[src/rtl/dwc_ddrphy_zcal_seq.sv]
// Impedance-calibration sequencer: MSB-first SAR searches for the PU driver code,
// the PD driver code and the comparator DAC code, one comparator sample per trial bit.
module dwc_ddrphy_zcal_seq #(
    parameter int CODE_W   = 5,
    parameter int DAC_W    = 8,
    parameter int SETTLE_W = 16
) (
    input  logic                DfiClk,
    input  logic                Reset,
    input  logic                CalStart,
    input  logic [SETTLE_W-1:0] csrCalSettle,
    input  logic                csrCmpInvertCalDrvPu50,
    input  logic                csrCmpInvertCalDrvPd50,
    input  logic                csrCmpInvertCalDac50,
    input  logic                CmpOut,
    output logic                CalExt_VIO,
    output logic                CalInt_VIO,
    output logic                CalCmpr_VIO,
    output logic [CODE_W-1:0]   calDrvPU,
    output logic [CODE_W-1:0]   calDrvPD,
    output logic [DAC_W-1:0]    CalDac,
    output logic                CalBusy,
    output logic                CalDone
);

    localparam int MAX_W = (DAC_W > CODE_W) ? DAC_W : CODE_W;
    localparam int BIT_W = (MAX_W > 1) ? $clog2(MAX_W) : 1;

    typedef enum logic [2:0] {S_IDLE, S_TRIAL, S_SETTLE, S_SAMPLE, S_DONE} state_t;
    typedef enum logic [1:0] {PH_PU, PH_PD, PH_DAC} phase_t;

    state_t              state_q, state_d;
    phase_t              phase_q, phase_d;
    logic [BIT_W-1:0]    bit_q, bit_d;
    logic [SETTLE_W-1:0] cnt_q, cnt_d;
    logic [CODE_W-1:0]   pu_q, pu_d;
    logic [CODE_W-1:0]   pd_q, pd_d;
    logic [DAC_W-1:0]    dac_q, dac_d;
    logic [2:0]          sel_q, sel_d;
    logic                busy_q, busy_d;
    logic                done_q, done_d;
    logic                cmp_meta_q, cmp_s_q;

    logic                inv;
    logic                n_above;
    logic [SETTLE_W-1:0] settle_eff;
    logic [CODE_W-1:0]   code_mask;
    logic [DAC_W-1:0]    dac_mask;

    always_ff @(posedge DfiClk or posedge Reset) begin
        if (Reset) begin
            cmp_meta_q <= 1'b0;
            cmp_s_q    <= 1'b0;
        end else begin
            cmp_meta_q <= CmpOut;
            cmp_s_q    <= cmp_meta_q;
        end
    end

    always_comb begin
        case (phase_q)
            PH_PU:   inv = csrCmpInvertCalDrvPu50;
            PH_PD:   inv = csrCmpInvertCalDrvPd50;
            PH_DAC:  inv = csrCmpInvertCalDac50;
            default: inv = 1'b0;
        endcase
    end

    assign n_above    = cmp_s_q ^ inv;
    assign settle_eff = (csrCalSettle == '0) ? SETTLE_W'(1) : csrCalSettle;
    assign code_mask  = CODE_W'(1) << bit_q;
    assign dac_mask   = DAC_W'(1) << bit_q;

    always_comb begin
        state_d = state_q;
        phase_d = phase_q;
        bit_d   = bit_q;
        cnt_d   = cnt_q;
        pu_d    = pu_q;
        pd_d    = pd_q;
        dac_d   = dac_q;
        sel_d   = sel_q;
        busy_d  = busy_q;
        done_d  = 1'b0;

        case (state_q)
            S_IDLE: begin
                if (CalStart) begin
                    state_d = S_TRIAL;
                    phase_d = PH_PU;
                    bit_d   = BIT_W'(CODE_W - 1);
                    pu_d    = '0;
                    busy_d  = 1'b1;
                end
            end
            S_TRIAL: begin
                case (phase_q)
                    PH_PU: begin
                        pu_d  = pu_q | code_mask;
                        sel_d = 3'b100;
                    end
                    PH_PD: begin
                        pd_d  = pd_q | code_mask;
                        sel_d = 3'b010;
                    end
                    default: begin
                        dac_d = dac_q | dac_mask;
                        sel_d = 3'b001;
                    end
                endcase
                cnt_d   = settle_eff;
                state_d = S_SETTLE;
            end
            S_SETTLE: begin
                if (cnt_q <= SETTLE_W'(1)) begin
                    state_d = S_SAMPLE;
                end else begin
                    cnt_d = cnt_q - SETTLE_W'(1);
                end
            end
            S_SAMPLE: begin
                // Trial code above target: drop the bit under test.
                if (n_above) begin
                    case (phase_q)
                        PH_PU:   pu_d  = pu_q & ~code_mask;
                        PH_PD:   pd_d  = pd_q & ~code_mask;
                        default: dac_d = dac_q & ~dac_mask;
                    endcase
                end
                if (bit_q != '0) begin
                    bit_d   = bit_q - BIT_W'(1);
                    state_d = S_TRIAL;
                end else begin
                    case (phase_q)
                        PH_PU: begin
                            phase_d = PH_PD;
                            bit_d   = BIT_W'(CODE_W - 1);
                            pd_d    = '0;
                            state_d = S_TRIAL;
                        end
                        PH_PD: begin
                            phase_d = PH_DAC;
                            bit_d   = BIT_W'(DAC_W - 1);
                            dac_d   = '0;
                            state_d = S_TRIAL;
                        end
                        default: begin
                            sel_d   = 3'b000;
                            done_d  = 1'b1;
                            state_d = S_DONE;
                        end
                    endcase
                end
            end
            S_DONE: begin
                busy_d  = 1'b0;
                state_d = S_IDLE;
            end
            default: begin
                state_d = S_IDLE;
            end
        endcase
    end

    always_ff @(posedge DfiClk or posedge Reset) begin
        if (Reset) begin
            state_q <= S_IDLE;
            phase_q <= PH_PU;
            bit_q   <= '0;
            cnt_q   <= '0;
            pu_q    <= '0;
            pd_q    <= '0;
            dac_q   <= '0;
            sel_q   <= 3'b000;
            busy_q  <= 1'b0;
            done_q  <= 1'b0;
        end else begin
            state_q <= state_d;
            phase_q <= phase_d;
            bit_q   <= bit_d;
            cnt_q   <= cnt_d;
            pu_q    <= pu_d;
            pd_q    <= pd_d;
            dac_q   <= dac_d;
            sel_q   <= sel_d;
            busy_q  <= busy_d;
            done_q  <= done_d;
        end
    end

    assign CalExt_VIO  = sel_q[2];
    assign CalInt_VIO  = sel_q[1];
    assign CalCmpr_VIO = sel_q[0];
    assign calDrvPU    = pu_q;
    assign calDrvPD    = pd_q;
    assign CalDac      = dac_q;
    assign CalBusy     = busy_q;
    assign CalDone     = done_q;

endmodule

[config.mk]
export PLATFORM = sky130hd
export DESIGN_NAME = dwc_ddrphy_zcal_seq
export DESIGN_NICKNAME = d
export VERILOG_FILES = /design/src/rtl/dwc_ddrphy_zcal_seq.sv
export SDC_FILE = /design/constraint.sdc
export NUM_CORES = 1
export LEC_CHECK = 0
export CAP_MARGIN = 30
export CORE_UTILIZATION = 45
export DETAILED_ROUTE_END_ITERATION = 8
export PLACE_DENSITY = 0.72
export SLEW_MARGIN = 10
export SYNTH_ARGS = -nofsm -noshare
export SYNTH_HDL_FRONTEND = slang
export SYNTH_SLANG_ARGS = --single-unit
[constraint.sdc]
create_clock -name DfiClk -period 2 [get_ports DfiClk]
set_input_delay 0.4 -clock DfiClk [delete_from_list [all_inputs] [get_ports DfiClk]]
set_output_delay 0.4 -clock DfiClk [all_outputs]
set_load 0.01 [all_outputs]
==> impl_results.md <==
* CP endpoint kind: flop
* Critical path launch point type: flop
* Initial antenna violation count at 0
* Synthesized cell area at 2830 µm²
* RSZ-0062 raised after global routing: false
* Most used DFF post-synth: dfrtp_1
* Max Slew Vio Count at 0
* Initial cell density of the core at 47.2%
* Core area at 5990 µm²
* Pwr/cell area at 1410 nW/µm²
* Period utilization at 94.9%
* Minimum period implied by the final worst setup slack at 1.90 ns
* Async SR Flop Fraction at 100%
* Largest family of logic cells by synthesized area: simple AND/OR/NAND/NOR gates
* Max capacitance violation total at 0
* Row count at 28
* Nets at 410
* Simple-gate share of the synthesized area at 23.4%
* Clk slew on worst S/H paths at 0.09 ns
* GR met2 Demand/Resource at 41.5%
* Synth Instances at 303
* DRC at 0
* Detailed-route via count at 2645
* Post-DR wirelength/cell at 16.7 µm
* Vias in the first global route at 2532
* Total CTS buffers at 5
* Worst EP arrival at 2.14 ns
* Vias per cell at 5.80
* Met1 Use GR at 32.9%
* Post-Synth Adder-Cell Area at 3.10%
* Post-synth EDFFs at 0
* Post-CTS sizing at 0
* Total wire length at 7630 µm
* Share of cells above drive strength 1 at 19.2%
* Syn Nets at 333
* XOR/XNOR Fraction of Synth Area at 1.55%
* Highest net fanout along the worst path at 5
* Syn Area/Cell at 9.32 µm²
* Final Hold Viols at 0
* CTS tree: built
* Clock Path Buffers at 2
* # diodes at 0
* Detailed Place HPWL at 5710 µm
* Normalized max-slew margin at 70.4%
* Chip height at 81.2 µm
* Yosys cell types at 55
* Hold WC Path Type: flop to flop
* Post-CTS setup buffer count at 0
* Hold slack at 0.382 ns
* Top delay family on crit path: simple AND/OR/NAND/NOR gates
* Die width at 81.2 µm
* Slew @ Worst Pin at 0.443 ns
* First-pass DRT Iterations at 5
* Final setup vio count at 0
* Max Fclk at 527 MHz
* Pin count of the biggest net entering global routing at 32
* Critical Path, Cell by Cell: or3_1, buf_4, nor4_4, or4b_1, nand3_1
* GR peak layer: met2
* GR Overflow Total at 0
* # hold bufs at CTS at 0
* #FFs+latches synth at 49
* Slowest stage cell, crit path: or3_1
* Crit Path Class: flop to flop
* Peak supply drop at 0.000734 V
* DRT antenna net count at 0
* Io pins at 46
* Clk_skew at 0.0194 ns
* I/O Buffers at 45
* Post-synthesis mux area share at 1.11%
* GRT met3 Usage at 4.38%
* Status: complete, no violations
* WP data required at 2.24 ns
* Gpl congestion at 0.908
* Yosys warns at 0
* Slowest stage delay, CP at 0.49 ns
* Clock root buffer master: clkbuf_8
* Total Routing Usage GR at 25.0%
* Synth Area in Compound Gates at 22.8%
* Register area share after synthesis at 43.4%
* First-pass GRT wire length at 12400 µm
* Htree depth at 2
* Die footprint at 6600 µm²
* Drt first-iter violations at 215
* Area Growth Syn to Fin at 31.9%
* Leakage power at 1.55 nW
* DP Cell Count at 448
* # clock sinks at 49
* Clock Latency Late Sink at 0.32 ns
* Buf/Inv on CP at 1
* Final cell count without fillers at 456
-- worst reg2reg max path, stage by stage (launching register included) --
cell	delay [ns]
dfrtp_1	0.41
or3_1	0.49
buf_4	0.20
nor4_4	0.21
or4b_1	0.45
nand3_1	0.09
-- state kept, by name, indices dropped and copies added (netlist names) --
name and cells:
state_q 3, cnt_q 16, cmp_meta_q 1, calDrvPD 5, bit_q 3, CalDone 1
CalDac 8, sel_q 3, calDrvPU 5, CalBusy 1, cmp_s_q 1, phase_q 2
-- cell usage after synthesis, drive strengths merged, types with 3 or more instances --
cell / n / area [µm²]
nand2b: 7 / 51.3
a21oi: 26 / 130
nor4: 11 / 114
o21ai: 28 / 140
a22oi: 5 / 37.5
a31oi: 5 / 31.3
nor2b: 6 / 37.5
and3: 7 / 43.8
buf: 6 / 48.8
nand2: 22 / 82.6
ha: 7 / 87.6
o31ai: 4 / 30.0
nor3: 11 / 71.3
or4: 3 / 26.3
inv: 12 / 45.0
clkbuf: 10 / 37.5
xnor2: 3 / 26.3
nand3: 6 / 30.0
a22o: 8 / 70.1
a311oi: 3 / 26.3
a211oi: 7 / 52.6
dfrtp: 49 / 1230
nor2: 25 / 96.4
-- power breakdown --
group	total [W]	internal (W)	switching (W)
Clock	0.000614	0.000249	0.000365
Sequential	0.00173	0.00136	0.000368
Combinational	0.00293	0.00139	0.00154
Total	0.00527	0.00300	0.00227
-- placed cells by master (no fill, tap or decap), types with 7 or more instances in the layout --
cell type        count
nand2_1             22
o21ai_0             26
dfrtp_1             48
clkdlybuf4s50_1     45
a211oi_1             7
buf_4               40
a22o_1               8
nor4_1               7
inv_1               10
nor2_1              24
ha_1                 7
nor3_1               8
a21oi_1             26
-- per-stage QoR --
step	utilization (%)	instance area, µm²	TNS, ns	worst slack (ns)	total power, W
after global routing	62.2	3730	0	0.00277	0.00565
after CTS	61.7	3690	0	0.0794	0.00519
final	62.2	3730	0	0.101	0.00527
after global placement	60.2	3600	0	0.0830	0.00447
after floorplan	-	2830	0	0.168	0.00339
after detailed placement	60.2	3600	-0.0216	-0.0216	0.00456
-- final timing paths --
path / startpoint / endpoint / slack (ns) / cells after the start
max: cnt_q[8]$_DFFE_PP0P_ / cnt_q[10]$_DFFE_PP0P_ / 0.10 / 5
min: cmp_meta_q$_DFF_PP0_ / cmp_s_q$_DFF_PP0_ / 0.38 / 0
max reg2reg: cnt_q[8]$_DFFE_PP0P_ / cnt_q[10]$_DFFE_PP0P_ / 0.10 / 5
min reg2reg: cmp_meta_q$_DFF_PP0_ / cmp_s_q$_DFF_PP0_ / 0.38 / 0
max in group asynchronous: Reset / cnt_q[9]$_DFFE_PP0P_ / 1.06 / 3
min in group asynchronous: Reset / CalDac[0]$_DFFE_PP0P_ / 0.39 / 2
-- cell families after synthesis --
kind of cell,after synthesis
AOI/OAI and AO/OA,100
xor gates and xnor gates,5
adders and majority gates,7
buffers and inverters,28
DFF,49
muxes,3
and+or+nand+nor,111
-- per-layer routing --
layer	part of all wire, %	wire length [µm]	vias to the layer above
li1	-	-	1272
met1	44	3340	1284
met5	0	0	-
met2	50	3840	76
met4	1.9	142	0
met3	4.0	303	13
-- cell type report --
| class | count | area (µm²) |
|---|---|---|
| repair buffers | 86 | 771 |
| fillers | 522 | 2260 |
| well taps | 75 | 93.8 |
| clock buffers | 5 | 68.8 |
| multi-input cells | 226 | 1500 |
| clock inverters | 3 | 22.5 |
| flip-flops and latches | 49 | 1230 |
| inverters | 12 | 45.0 |
Power figures use the tool's default switching activity.
